### config.mk
export PLATFORM = sky130hd
export DESIGN_NAME = pipeline_sequencer_flat
export DESIGN_NICKNAME = d
export VERILOG_FILES = /design/src/rtl/pipeline_sequencer_pkg.sv /design/src/rtl/pipeline_sequencer_if.sv /design/src/rtl/pipeline_sequencer_sat_counter.sv /design/src/rtl/pipeline_sequencer.sv /design/src/flat_wrapper.sv
export SDC_FILE = /design/constraint.sdc
export NUM_CORES = 1
export LEC_CHECK = 0
export CELL_PAD_IN_SITES_DETAIL_PLACEMENT = 1
export CELL_PAD_IN_SITES_GLOBAL_PLACEMENT = 2
export CORE_AREA = 2 2 93 95
export DETAILED_ROUTE_END_ITERATION = 8
export DIE_AREA = 0 0 95 97
export HOLD_SLACK_MARGIN = 0.1
export PLACE_DENSITY = 0.83
export SLEW_MARGIN = 20
export SYNTH_ARGS = -nofsm -noshare
export SYNTH_HDL_FRONTEND = slang
export SYNTH_HIERARCHICAL = 1
export SYNTH_SLANG_ARGS = --single-unit
### constraint.sdc
create_clock -name clk -period 2.2 [get_ports clk]
set_input_delay 0.33 -clock clk [delete_from_list [all_inputs] [get_ports clk]]
set_output_delay 0.33 -clock clk [all_outputs]
set_load 0.01 [all_outputs]
### src/rtl/pipeline_sequencer_pkg.sv
// Shared command codes, state encodings and opcodes for the pipeline run-control sequencer.
package pipeline_sequencer_pkg;

   typedef logic [1:0] seq_cmd_t;

   localparam seq_cmd_t SEQ_CMD_RUN   = 2'b00;
   localparam seq_cmd_t SEQ_CMD_STEP  = 2'b01;
   localparam seq_cmd_t SEQ_CMD_PAUSE = 2'b10;
   localparam seq_cmd_t SEQ_CMD_CLEAR = 2'b11;

   localparam logic [2:0] SEQ_ST_IDLE     = 3'd0;
   localparam logic [2:0] SEQ_ST_RUN      = 3'd1;
   localparam logic [2:0] SEQ_ST_STEP     = 3'd2;
   localparam logic [2:0] SEQ_ST_DRAIN    = 3'd3;
   localparam logic [2:0] SEQ_ST_HALTED   = 3'd4;
   localparam logic [2:0] SEQ_ST_CLEARING = 3'd5;

   localparam logic [5:0] OPCODE_HALT = 6'b111111;

endpackage

### src/rtl/pipeline_sequencer_if.sv
// Command handshake between the debug unit (master) and the run-control sequencer (slave).
interface pipeline_sequencer_if;
   import pipeline_sequencer_pkg::*;

   logic     cmd_valid;
   seq_cmd_t cmd;
   logic     cmd_ready;

   modport master (output cmd_valid, output cmd, input cmd_ready);
   modport slave  (input cmd_valid, input cmd, output cmd_ready);

endinterface

### src/rtl/pipeline_sequencer_sat_counter.sv
// Saturating up-counter with enable and synchronous clear; clear has priority.
module pipeline_sequencer_sat_counter #(
   parameter int DATA_W = 32
) (
   input  logic              clk,
   input  logic              reset,
   input  logic              en,
   input  logic              clr,
   output logic [DATA_W-1:0] count
);

   function automatic logic [DATA_W-1:0] sat_inc(input logic [DATA_W-1:0] v);
      return (&v) ? v : v + 1'b1;
   endfunction

   always_ff @(posedge clk or posedge reset) begin
      if (reset)
         count <= '0;
      else if (clr)
         count <= '0;
      else if (en)
         count <= sat_inc(count);
   end

endmodule

### src/rtl/pipeline_sequencer.sv
// Run-control FSM: free-run, single-step, pause, HALT drain and clear for the pipeline.
module pipeline_sequencer
   import pipeline_sequencer_pkg::*;
#(
   parameter int DRAIN_CYCLES = 4,
   parameter int CNT_WIDTH    = 32
) (
   input  logic                 clk,
   input  logic                 reset,
   pipeline_sequencer_if.slave  cmd_bus,
   input  logic                 halt_detected,
   output logic                 pipe_enable,
   output logic                 pc_enable,
   output logic                 if_id_flush,
   output logic                 soft_reset,
   output logic                 halted,
   output logic [2:0]           state,
   output logic [CNT_WIDTH-1:0] cycle_count
);

   localparam int DW = (DRAIN_CYCLES > 1) ? $clog2(DRAIN_CYCLES) : 1;

   logic [2:0]    st;
   logic [2:0]    st_next;
   logic [DW-1:0] drain_cnt;
   logic          cmd_ready;
   logic          cmd_accept;

   assign cmd_ready         = (st == SEQ_ST_IDLE) || (st == SEQ_ST_RUN) || (st == SEQ_ST_HALTED);
   assign cmd_bus.cmd_ready = cmd_ready;
   assign cmd_accept        = cmd_bus.cmd_valid && cmd_ready;

   always_comb begin
      st_next = st;
      case (st)
         SEQ_ST_IDLE: begin
            if (cmd_accept) begin
               case (cmd_bus.cmd)
                  SEQ_CMD_RUN:   st_next = SEQ_ST_RUN;
                  SEQ_CMD_STEP:  st_next = SEQ_ST_STEP;
                  SEQ_CMD_CLEAR: st_next = SEQ_ST_CLEARING;
                  default:       st_next = SEQ_ST_IDLE;
               endcase
            end
         end
         SEQ_ST_RUN: begin
            // A HALT in ID overrides any command presented in the same cycle.
            if (halt_detected)
               st_next = SEQ_ST_DRAIN;
            else if (cmd_accept && cmd_bus.cmd == SEQ_CMD_PAUSE)
               st_next = SEQ_ST_IDLE;
            else if (cmd_accept && cmd_bus.cmd == SEQ_CMD_CLEAR)
               st_next = SEQ_ST_CLEARING;
         end
         SEQ_ST_STEP:
            st_next = halt_detected ? SEQ_ST_DRAIN : SEQ_ST_IDLE;
         SEQ_ST_DRAIN:
            if (drain_cnt == '0) st_next = SEQ_ST_HALTED;
         SEQ_ST_HALTED:
            if (cmd_accept && cmd_bus.cmd == SEQ_CMD_CLEAR) st_next = SEQ_ST_CLEARING;
         SEQ_ST_CLEARING:
            st_next = SEQ_ST_IDLE;
         default:
            st_next = SEQ_ST_IDLE;
      endcase
   end

   always_ff @(posedge clk or posedge reset) begin
      if (reset)
         st <= SEQ_ST_IDLE;
      else
         st <= st_next;
   end

   // Drain counter loads on DRAIN entry so DRAIN spans exactly DRAIN_CYCLES cycles.
   always_ff @(posedge clk or posedge reset) begin
      if (reset)
         drain_cnt <= '0;
      else if (st != SEQ_ST_DRAIN && st_next == SEQ_ST_DRAIN)
         drain_cnt <= DW'(DRAIN_CYCLES - 1);
      else if (st == SEQ_ST_DRAIN && drain_cnt != '0)
         drain_cnt <= drain_cnt - 1'b1;
   end

   assign pipe_enable = (st == SEQ_ST_RUN) || (st == SEQ_ST_STEP) || (st == SEQ_ST_DRAIN);
   assign pc_enable   = (st == SEQ_ST_RUN) || (st == SEQ_ST_STEP);
   assign if_id_flush = (st == SEQ_ST_DRAIN);
   assign soft_reset  = (st == SEQ_ST_CLEARING);
   assign halted      = (st == SEQ_ST_HALTED);
   assign state       = st;

   pipeline_sequencer_sat_counter #(.DATA_W(CNT_WIDTH)) u_cycle_cnt (
      .clk   (clk),
      .reset (reset),
      .en    (pipe_enable),
      .clr   (soft_reset),
      .count (cycle_count)
   );

endmodule

### src/flat_wrapper.sv
// flat-port wrapper written by rule: the top's interface ports become plain ports
module pipeline_sequencer_flat import pipeline_sequencer_pkg::*;
#(
   parameter int DRAIN_CYCLES = 4,
   parameter int CNT_WIDTH    = 32
)
  (clk, reset, halt_detected, pipe_enable, pc_enable, if_id_flush, soft_reset, halted, state, cycle_count, cmd_bus_cmd_valid, cmd_bus_cmd, cmd_bus_cmd_ready);
  pipeline_sequencer_if cmd_bus_i ();
  input  logic clk;
  input  logic reset;
  input  logic halt_detected;
  output logic pipe_enable;
  output logic pc_enable;
  output logic if_id_flush;
  output logic soft_reset;
  output logic halted;
  output logic [2:0] state;
  output logic [CNT_WIDTH-1:0] cycle_count;
  input wire logic [$bits(cmd_bus_i.cmd_valid)-1:0] cmd_bus_cmd_valid;
  input wire logic [$bits(cmd_bus_i.cmd)-1:0] cmd_bus_cmd;
  output wire logic [$bits(cmd_bus_i.cmd_ready)-1:0] cmd_bus_cmd_ready;
  assign cmd_bus_i.cmd_valid = cmd_bus_cmd_valid;
  assign cmd_bus_i.cmd = cmd_bus_cmd;
  assign cmd_bus_cmd_ready = cmd_bus_i.cmd_ready;
  pipeline_sequencer #(.DRAIN_CYCLES(DRAIN_CYCLES), .CNT_WIDTH(CNT_WIDTH)) u_core (.clk(clk), .reset(reset), .cmd_bus(cmd_bus_i), .halt_detected(halt_detected), .pipe_enable(pipe_enable), .pc_enable(pc_enable), .if_id_flush(if_id_flush), .soft_reset(soft_reset), .halted(halted), .state(state), .cycle_count(cycle_count));
endmodule
==> results.py <==
metrics = {
    "outcome": {
        "run_status": "finished, final reports clean",
    },
    "setup_path": {
        "crit_required_ns": 2.41,
        "crit_fanout": 5,
        "crit_arrival_ns": 2.30,
        "crit_path_start_kind": "register",
        "worstSetupEndpointType": "register",
        "critical_path_class": "reg -> reg",
        "crit_chain": "nand4_1 > or3_4 > or4_4 > or3_1 > a21oi_1",
        "slowest_stage": "or4_4",
        "slowest_delay_ns": 0.57,
    },
    "grt": {
        "grt-ovfl-total": 0,
        "globalRouteTotalUtil": 0.154,
        "grt_pass1_wl_mm": 11.5,
        "grt_max_degree": 34,
        "first_global_vias": 2358,
        "antenna_found_initial": 0,
    },
    "timing": {
        "tightest_slew_ns": 0.559,
        "finalCritPeriodShare": 0.951,
        "finalMaxSlewViolations": 0,
        "fmaxAchievable_mhz": 478,
        "setup_viol_count_final": 0,
        "finalCriticalPeriod_ns": 2.09,
        "rsz0062_at_grt": "false",
        "tns_ns": 0,
        "hold_violations": 0,
        "finClkSkew_ns": 0.00947,
        "slew_headroom": 0.617,
    },
    "drt": {
        "top_layer_used": "met4",
        "route.met2.wl_mm": 3.29,
        "firstDrtPassIters": 6,
        "dr.first_iter.drc_count": 90,
        "wl_met1_mm": 3.05,
        "drc": 0,
        "viasPerCell": 5.20,
        "antenna_left": 0,
        "vias": 2248,
        "wl_per_cell_um": 15.6,
        "drt-total-wl_mm": 6.75,
        "routed-wl-met3_um": 284,
    },
    "cts": {
        "cts_htree_levels": 2,
        "cts_buffers": 5,
        "cts_sinks": 37,
        "cts.clk_slew.worst_paths_ns": 0.08,
        "clkLatencyLatePin_ns": 0.29,
        "cts_tree": "done",
        "cts_hold_buf": 0,
        "clockBufferDepth": 2,
        "root_buffer": "clkbuf_8",
    },
    "floorplanning": {
        "die_area_um2": 9220,
        "num_rows": 33,
        "io_pins": 47,
        "start_util": 0.277,
        "die_x_um": 95,
        "die_h_um": 97,
        "core_um2": 8130,
    },
    "logic_synthesis": {
        "yosys_most_used_dff": "dfrtp_1",
        "synth.distinct_cells": 45,
        "seq_area_frac_synth": 0.411,
        "synth_edf_count": 0,
        "synth_top_area_frac": 0.411,
        "yosysTopAreaCell": "dfrtp_1",
        "ys_ff_latch": 37,
        "syn_area_um2": 2250,
        "ys_top_cells_by_count": "dfrtp_1, a21oi_1, nand2_1, nor2_1, inv_1",
        "yosys_warnings": 6,
        "yosys-top-cells-area": "dfrtp_1, a21oi_1, o31ai_1, or4_1, ha_1",
        "async_flop_share": 1.00,
        "syn_nets": 258,
        "syn-instance-count": 246,
        "avgSynthCellArea_um2": 9.15,
        "synth_most_common_cell": "dfrtp_1",
    },
    "hold_path": {
        "min_path_type": "in -> async",
    },
    "place": {
        "post-dp-hpwl_mm": 5.07,
        "dp.cells": 424,
        "place_congestion": 0.792,
        "io_buffers": 46,
    },
    "run": {
        "max_cap_viol_count": 0,
    },
    "finish": {
        "nNetsFinal": 339,
        "drive_above_1_share": 0.187,
        "syn2layout_area_growth_pct": 41.7,
        "finish.utilization": 0.392,
        "n_antenna_cell": 0,
        "fin_cells": 432,
    },
    "power_and_ir_drop": {
        "leakage_uw": 0.00132,
        "power_uw": 2690,
        "vdd_ir_drop_max_mv": 0.437,
        "pwr_density_cell_nw_per_um2": 843,
    },
}
## power by group
group	internal [µW]	leakage (µW)	switching, µW
clock network	249	0.0000443	238
logic	653	0.000775	702
registers	781	0.000498	66.4
total	1680	0.00132	1010
## placed cells by master, fill, tap and decap left out, types with 3 or more instances in the layout
cell	count
o21ai_0	10
and3_1	3
nor2_1	14
xnor2_1	6
o31ai_1	11
a21oi_1	27
clkbuf_8	6
a31oi_1	3
or3_4	3
dfrtp_1	37
nor3_1	3
a211oi_1	3
nand3_1	11
buf_4	40
inv_1	13
nand2_1	17
or3_1	11
or4_1	11
and4_1	7
ha_1	6
clkdlybuf4s50_1	45
nand4_1	8
## flip-flops by register name, summed over array words and instances (netlist names)
| signal | count |
|---|---|
| u_core/u_cycle_cnt/count | 32 |
| u_core/state | 3 |
| u_core/drain_cnt | 2 |
## routing by layer
metal | vias to the layer above | global-route usage
li1 | 1084 | -
met1 | 1104 | 0.201
met2 | 52 | 0.253
met3 | 8 | 0.0350
met4 | 0 | 0.0424
met5 | - | 0
## stage by stage
step	setup WS (ns)	area, µm²	hold slack, ns
after floorplan	0.0321	2260	0.109
after global placement	0.120	3090	0.482
after detailed placement	0.0442	3090	0.501
after CTS	0.0497	3180	0.306
after global routing	0.00954	3190	0.309
final	0.107	3190	0.292
## worst max-delay path: cells and delay by family, from the launching register on
kind             cells  cell delay, ns
AO/OA/AOI/OAI        1            0.14
flip-flops           1            0.38
AND/OR/NAND/NOR      4            1.50
## final timing paths
kind	from	depth (start not counted)	slack, ns	endpoint
max	u_core/u_cycle_cnt/count[21]$_DFFE_PP0P_	5	0.11	u_core/u_cycle_cnt/count[30]$_DFFE_PP0P_
min	reset	2	0.29	u_core/drain_cnt[0]$_DFFE_PP0P_
max reg2reg	u_core/u_cycle_cnt/count[21]$_DFFE_PP0P_	5	0.11	u_core/u_cycle_cnt/count[30]$_DFFE_PP0P_
min reg2reg	u_core/drain_cnt[1]$_DFFE_PP0P_	2	0.51	u_core/drain_cnt[1]$_DFFE_PP0P_
max in group asynchronous	reset	3	1.40	u_core/u_cycle_cnt/count[9]$_DFFE_PP0P_
min in group clk	u_core/drain_cnt[1]$_DFFE_PP0P_	2	0.51	u_core/drain_cnt[1]$_DFFE_PP0P_
## what timing repair did
item	in CTS	in global routing
resized for setup	0	2
setup endpoints to repair	0	10
setup buffers	0	1
## final cells by class
type                    instances  area [µm²]
multi-input cells             183        1210
repair buffers                 87         783
fillers                       955        4940
inverters                      13        48.8
flip-flops and latches         37         926
clock buffers                   7        86.3
well taps                     105         131
## cell families (layout without fill, tap and decap cells)
family / after synthesis / after routing / synth area share
muxes: 3 / 3 / 0.0139
AOI/OAI and AO/OA: 67 / 67 / 0.191
xor gates and xnor gates: 7 / 7 / 0.0272
and+or+nand+nor: 100 / 100 / 0.267
buffers and inverters: 26 / 107 / 0.0556
adders and majority gates: 6 / 6 / 0.0334
DFF: 37 / 37 / 0.411
(Power assumes the default switching activity.)
==> RTL change 1 (same settings) <==
Make the reset (`reset`) synchronous in 3 clocked blocks.
--- a/src/rtl/pipeline_sequencer_sat_counter.sv
+++ b/src/rtl/pipeline_sequencer_sat_counter.sv
@@ -14,5 +14,5 @@
    endfunction
 
-   always_ff @(posedge clk or posedge reset) begin
+   always_ff @(posedge clk) begin
       if (reset)
          count <= '0;
--- a/src/rtl/pipeline_sequencer.sv
+++ b/src/rtl/pipeline_sequencer.sv
@@ -66,5 +66,5 @@
    end
 
-   always_ff @(posedge clk or posedge reset) begin
+   always_ff @(posedge clk) begin
       if (reset)
          st <= SEQ_ST_IDLE;
@@ -74,5 +74,5 @@
 
    // Drain counter loads on DRAIN entry so DRAIN spans exactly DRAIN_CYCLES cycles.
-   always_ff @(posedge clk or posedge reset) begin
+   always_ff @(posedge clk) begin
       if (reset)
          drain_cnt <= '0;
Function: differs if reset is asserted again (counterexample within 4 cycles, from zero or initial values and one cycle with reset high); with reset held inactive, the same outputs for 10 cycles.
==> RTL change 1 against the unedited design <==
Non-clock buffer count is 11 lower. Final area shrank 5.8%. Area after synthesis down 5.3%. Critical endpoint is now u_core/u_cycle_cnt/count[29]. Synthesized cell count rose by 0.81%. Wire length is 8.7% lower. Maximum frequency is 1.0% higher. Clock skew decreased by 0.0045 ns. Count of clock-buffer cells in the layout is 1 higher. Sequential cell count stayed put. Worst setup slack improved by 0.022 ns.
Power is not compared: it rests on default switching activity, and its combinational part moved more than twofold at a synthesized area within 25%.
==> RTL change 1: results <==
export IMPL_clock_latency_ns=0.29
export IMPL_clockBufferCount=8
export IMPL_use_met3_pct=2.34
export IMPL_grt_pass1_vias=2153
export IMPL_fin_nets=334
export IMPL_cts_buffers=5
export IMPL_routed_via_density=4.99
export IMPL_finClkSkew_ns=0.00498
export IMPL_critical_path_max_stage_delay_ns=0.45
export IMPL_hpwl_um=4620
export IMPL_multi_input_area_share_pct=43.7
export IMPL_gp_congestion=0.768
export IMPL_final_max_slew_viol_count=0
export IMPL_diodes=0
export IMPL_cts_max_path_buffers=2
export IMPL_final_layout_size_suffix_gt1_share_pct=22.0
export IMPL_buffer_area_share_pct=23.2
export IMPL_switching_share_pct=32.4
export IMPL_yosys_top_cells_area="dfxtp_1, a21oi_1, or3_1"
export IMPL_drt_iter0_drc=45
export IMPL_synth_warnings=6
export IMPL_grt_usage_pct=13.8
export IMPL_largest_register_ffs=32
export IMPL_slew_headroom_pct=72.2
export IMPL_status="finished, final reports clean"
export IMPL_power_mw=1.91
export IMPL_clkCellAreaFrac_pct=2.67
export IMPL_grt_pass1_wl_um=10400
export IMPL_p_comb_share_pct=35.5
export IMPL_synth_seq_area_share_pct=34.8
export IMPL_grt_start_max_net_pins=18
export IMPL_synthTopCellsByCount="dfxtp_1, a21oi_1, nor2_1, o21ai_0, or3_1"
export IMPL_yosysTopAreaCell="dfxtp_1"
export IMPL_hold_class="reg -> reg"
export IMPL_powerSeq_mw=0.762
export IMPL_clockRootBuffer="clkbuf_8"
export IMPL_nNonClkBuffers=76
export IMPL_wl_per_cell_um=14.4
export IMPL_antenna_found_initial=0
export IMPL_use_met1_pct=19.2
export IMPL_inverters=9
export IMPL_ys_types=56
export IMPL_crit_slowest_cell="or4_1"
export IMPL_crit_fanout=6
export IMPL_synth_fp_nets=260
export IMPL_async_reset_ff_share_pct=0
export IMPL_grt_use_met2_pct=22.1
export IMPL_multi_input_gates=193
export IMPL_dr_pass1_iters=4
export IMPL_rr_worst_depth=7
export IMPL_finalHoldViolations=0
export IMPL_n_fill_cell=975
export IMPL_regArea_um2=748
==> RTL change 1: changes by cell type in the layout (fill, tap and decap cells not counted), moves of 5 or more <==
cell and delta:
dfxtp_1 +31, dfrtp_1 -37, buf_4 -11, or4_1 -7, or3_1 +6, o31ai_1 -6
o21ai_0 +10, dfxtp_2 +6, nor2_1 +5, and4_1 -5
==> RTL change 1: path summary, 6_finish.rpt <==
kind | from | slack, ns | end
hold reg to reg | u_core/u_cycle_cnt/count[1] | 0.51 | u_core/u_cycle_cnt/count[1]
hold / removal | u_core/u_cycle_cnt/count[1] | 0.51 | u_core/u_cycle_cnt/count[1]
setup / recovery | u_core/state[0] | 0.13 | u_core/u_cycle_cnt/count[29]
setup reg to reg | u_core/state[0] | 0.13 | u_core/u_cycle_cnt/count[29]
==> RTL change 1: cell families (layout without fill, tap and decap cells) <==
group / Yosys count / count (layout) / share of synthesized area, %
AND/OR/NAND/NOR: 111 / 111 / 32.1
AO/OA/AOI/OAI: 66 / 66 / 21.1
flip-flops: 37 / 37 / 34.8
buffers and inverters: 18 / 93 / 4.29
XOR/XNOR: 9 / 9 / 3.70
adder cells (fa/ha/maj): 6 / 6 / 3.52
multiplexers: 1 / 1 / 0.528
==> RTL change 1: metrics by stage <==
step	cell area [µm²]	hold slack, ns	setup slack (ns)	std cells	utilization [%]
final	3000	0.513	0.128	428	36.9
after floorplan	2150	0.395	0.0123	248	-
after CTS	2990	0.520	0.0852	428	36.8
after detailed placement	2910	0.512	0.0564	420	35.8
after global placement	2910	0.484	0.121	420	35.8
after global routing	3000	0.543	0.00636	428	36.9
==> RTL change 1: routing by layer <==
metal  vias up  part of all wire, %
met5         -                    0
met4         0                 0.84
met3         4                  2.9
met2        31                   48
met1      1031                   49
li1       1068                    -
==> RTL change 2 (config.mk and constraints unchanged) <==
Made on the original files. `DRAIN_CYCLES` is set to 4 in 2 places; all go to 2.
--- a/src/rtl/pipeline_sequencer.sv
+++ b/src/rtl/pipeline_sequencer.sv
@@ -3,5 +3,5 @@
    import pipeline_sequencer_pkg::*;
 #(
-   parameter int DRAIN_CYCLES = 4,
+   parameter int DRAIN_CYCLES = 2,
    parameter int CNT_WIDTH    = 32
 ) (
--- a/src/flat_wrapper.sv
+++ b/src/flat_wrapper.sv
@@ -2,5 +2,5 @@
 module pipeline_sequencer_flat import pipeline_sequencer_pkg::*;
 #(
-   parameter int DRAIN_CYCLES = 4,
+   parameter int DRAIN_CYCLES = 2,
    parameter int CNT_WIDTH    = 32
 )
Formal check against the unedited RTL: not equivalent (Yosys sat finds a counterexample within 10 cycles, from zero or initial values and one cycle with reset high).
==> RTL change 2 against the unedited design <==
Cell count down 3.2%. Wire length rose by 0.96%. Area after synthesis down 2.4%. Final area is 3.3% lower. Total power is 5.6% lower. Worst setup slack worse by 0.035 ns. Sequential cell count decreased by 1. Global-route usage rose by 0.54 points. Utilization decreased by 1.3 points. Critical endpoint unchanged.
==> RTL change 2: results <==
export IMPL_status="finished, final reports clean"
export IMPL_hold_class="in -> async"
export IMPL_synth_fp_nets=247
export IMPL_antenna_found_initial=0
export IMPL_synthCells=236
export IMPL_crit_slowest_cell="or4_4"
export IMPL_yosys_top_cells_area="dfrtp_1, a21oi_1, o31ai_1"
export IMPL_cp_data_arrival_time_ns=2.36
export IMPL_clk_pin_slew_ns=0.08
export IMPL_dp_cells=410
export IMPL_vias=2169
export IMPL_hpwl_um=5000
export IMPL_pre_cts_ws_ns=-0.0483
export IMPL_clock_latency_ns=0.30
export IMPL_worstMarginPinSlew_ns=0.514
export IMPL_dr_pass1_iters=4
export IMPL_async_reset_ff_share_pct=100
export IMPL_cts_resized=1
export IMPL_io_buffers=46
export IMPL_grt_start_max_net_pins=33
export IMPL_largest_register_ffs=32
export IMPL_ys_types=48
export IMPL_grt_usage_pct=15.9
export IMPL_cts_buffers=5
export IMPL_final_layout_size_suffix_gt1_share_pct=20.1
export IMPL_drt_iter0_drc=48
export IMPL_finClkSkew_ns=0.00694
export IMPL_p_comb_share_pct=49.6
export IMPL_synth_seq_area_share_pct=41.0
export IMPL_gp_congestion=0.796
export IMPL_ys_flop_type="dfrtp_1"
export IMPL_fin_nets=324
export IMPL_routed_via_density=5.19
export IMPL_placed_cell_area_mm2=0.00298
export IMPL_h_tree_depth=2
export IMPL_crit_fanout=5
export IMPL_n_fill_cell=948
export IMPL_cellPowerDensity_mw_per_mm2=822
export IMPL_switching_share_pct=38.8
export IMPL_clockRootBuffer="clkbuf_8"
export IMPL_critical_path_max_stage_delay_ns=0.56
export IMPL_regMostFlops="u_core/u_cycle_cnt/count"
export IMPL_grt_pass1_wl_um=11700
export IMPL_wl_per_cell_um=16.3
export IMPL_p_leak_nw=1.26
export IMPL_synthTopCellsByCount="dfrtp_1, a21oi_1, nand2_1, nor2_1, or3_1"
export IMPL_diodes=0
export IMPL_ir_drop_v=0.000403
export IMPL_cp_top_family="simple AND/OR/NAND/NOR gates"
export IMPL_pwr_share_seq_pct=32.0
export IMPL_grt_pass1_vias=2336
RTL change 2: final cells by class:
| cell class | instances | area [µm²] | area share [%] |
|---|---|---|---|
| Timing Repair Buffer | 83 | 741 | 24.0 |
| Sequential cell | 36 | 901 | 29.2 |
| Clock buffer | 5 | 68.8 | 2.23 |
| Multi-Input combinational cell | 177 | 1190 | 38.7 |
| Inverter | 10 | 37.5 | 1.22 |
| Tap cell | 105 | 131 | 4.26 |
| Clock inverter | 2 | 12.5 | 0.405 |
RTL change 2: path summary, 6_finish.rpt:
check	from	endpoint	slack [ns]	cells after the start
min in group clk	u_core/u_cycle_cnt/count[22]	u_core/u_cycle_cnt/count[22]	0.52	1
worst max-delay path	u_core/u_cycle_cnt/count[21]	u_core/u_cycle_cnt/count[30]	0.07	5
max in group asynchronous	reset	u_core/u_cycle_cnt/count[9]	1.42	3
worst max register to register	u_core/u_cycle_cnt/count[21]	u_core/u_cycle_cnt/count[30]	0.07	5
worst min register to register	u_core/u_cycle_cnt/count[22]	u_core/u_cycle_cnt/count[22]	0.52	1
worst min-delay path	reset	u_core/state[2]	0.24	2
RTL change 2: logic make-up (layout without fill, tap and decap cells):
family / Yosys count / count (layout) / synth area share, %
AOI/OAI and AO/OA: 63 / 63 / 18.7
xor gates and xnor gates: 7 / 7 / 2.79
adders and majority gates: 5 / 5 / 2.85
buffers and inverters: 23 / 100 / 5.58
DFF: 36 / 36 / 41.0
muxes: 2 / 2 / 1.14
and+or+nand+nor: 100 / 100 / 27.9
RTL change 2: routing by layer:
metal  up-vias  share of wire [%]  track usage [%]
li1       1042                  -                -
met3         6                3.7             3.04
met2        39                 49             25.6
met5         -                  0                0
met4         0               0.90             4.91
met1      1082                 47             21.5
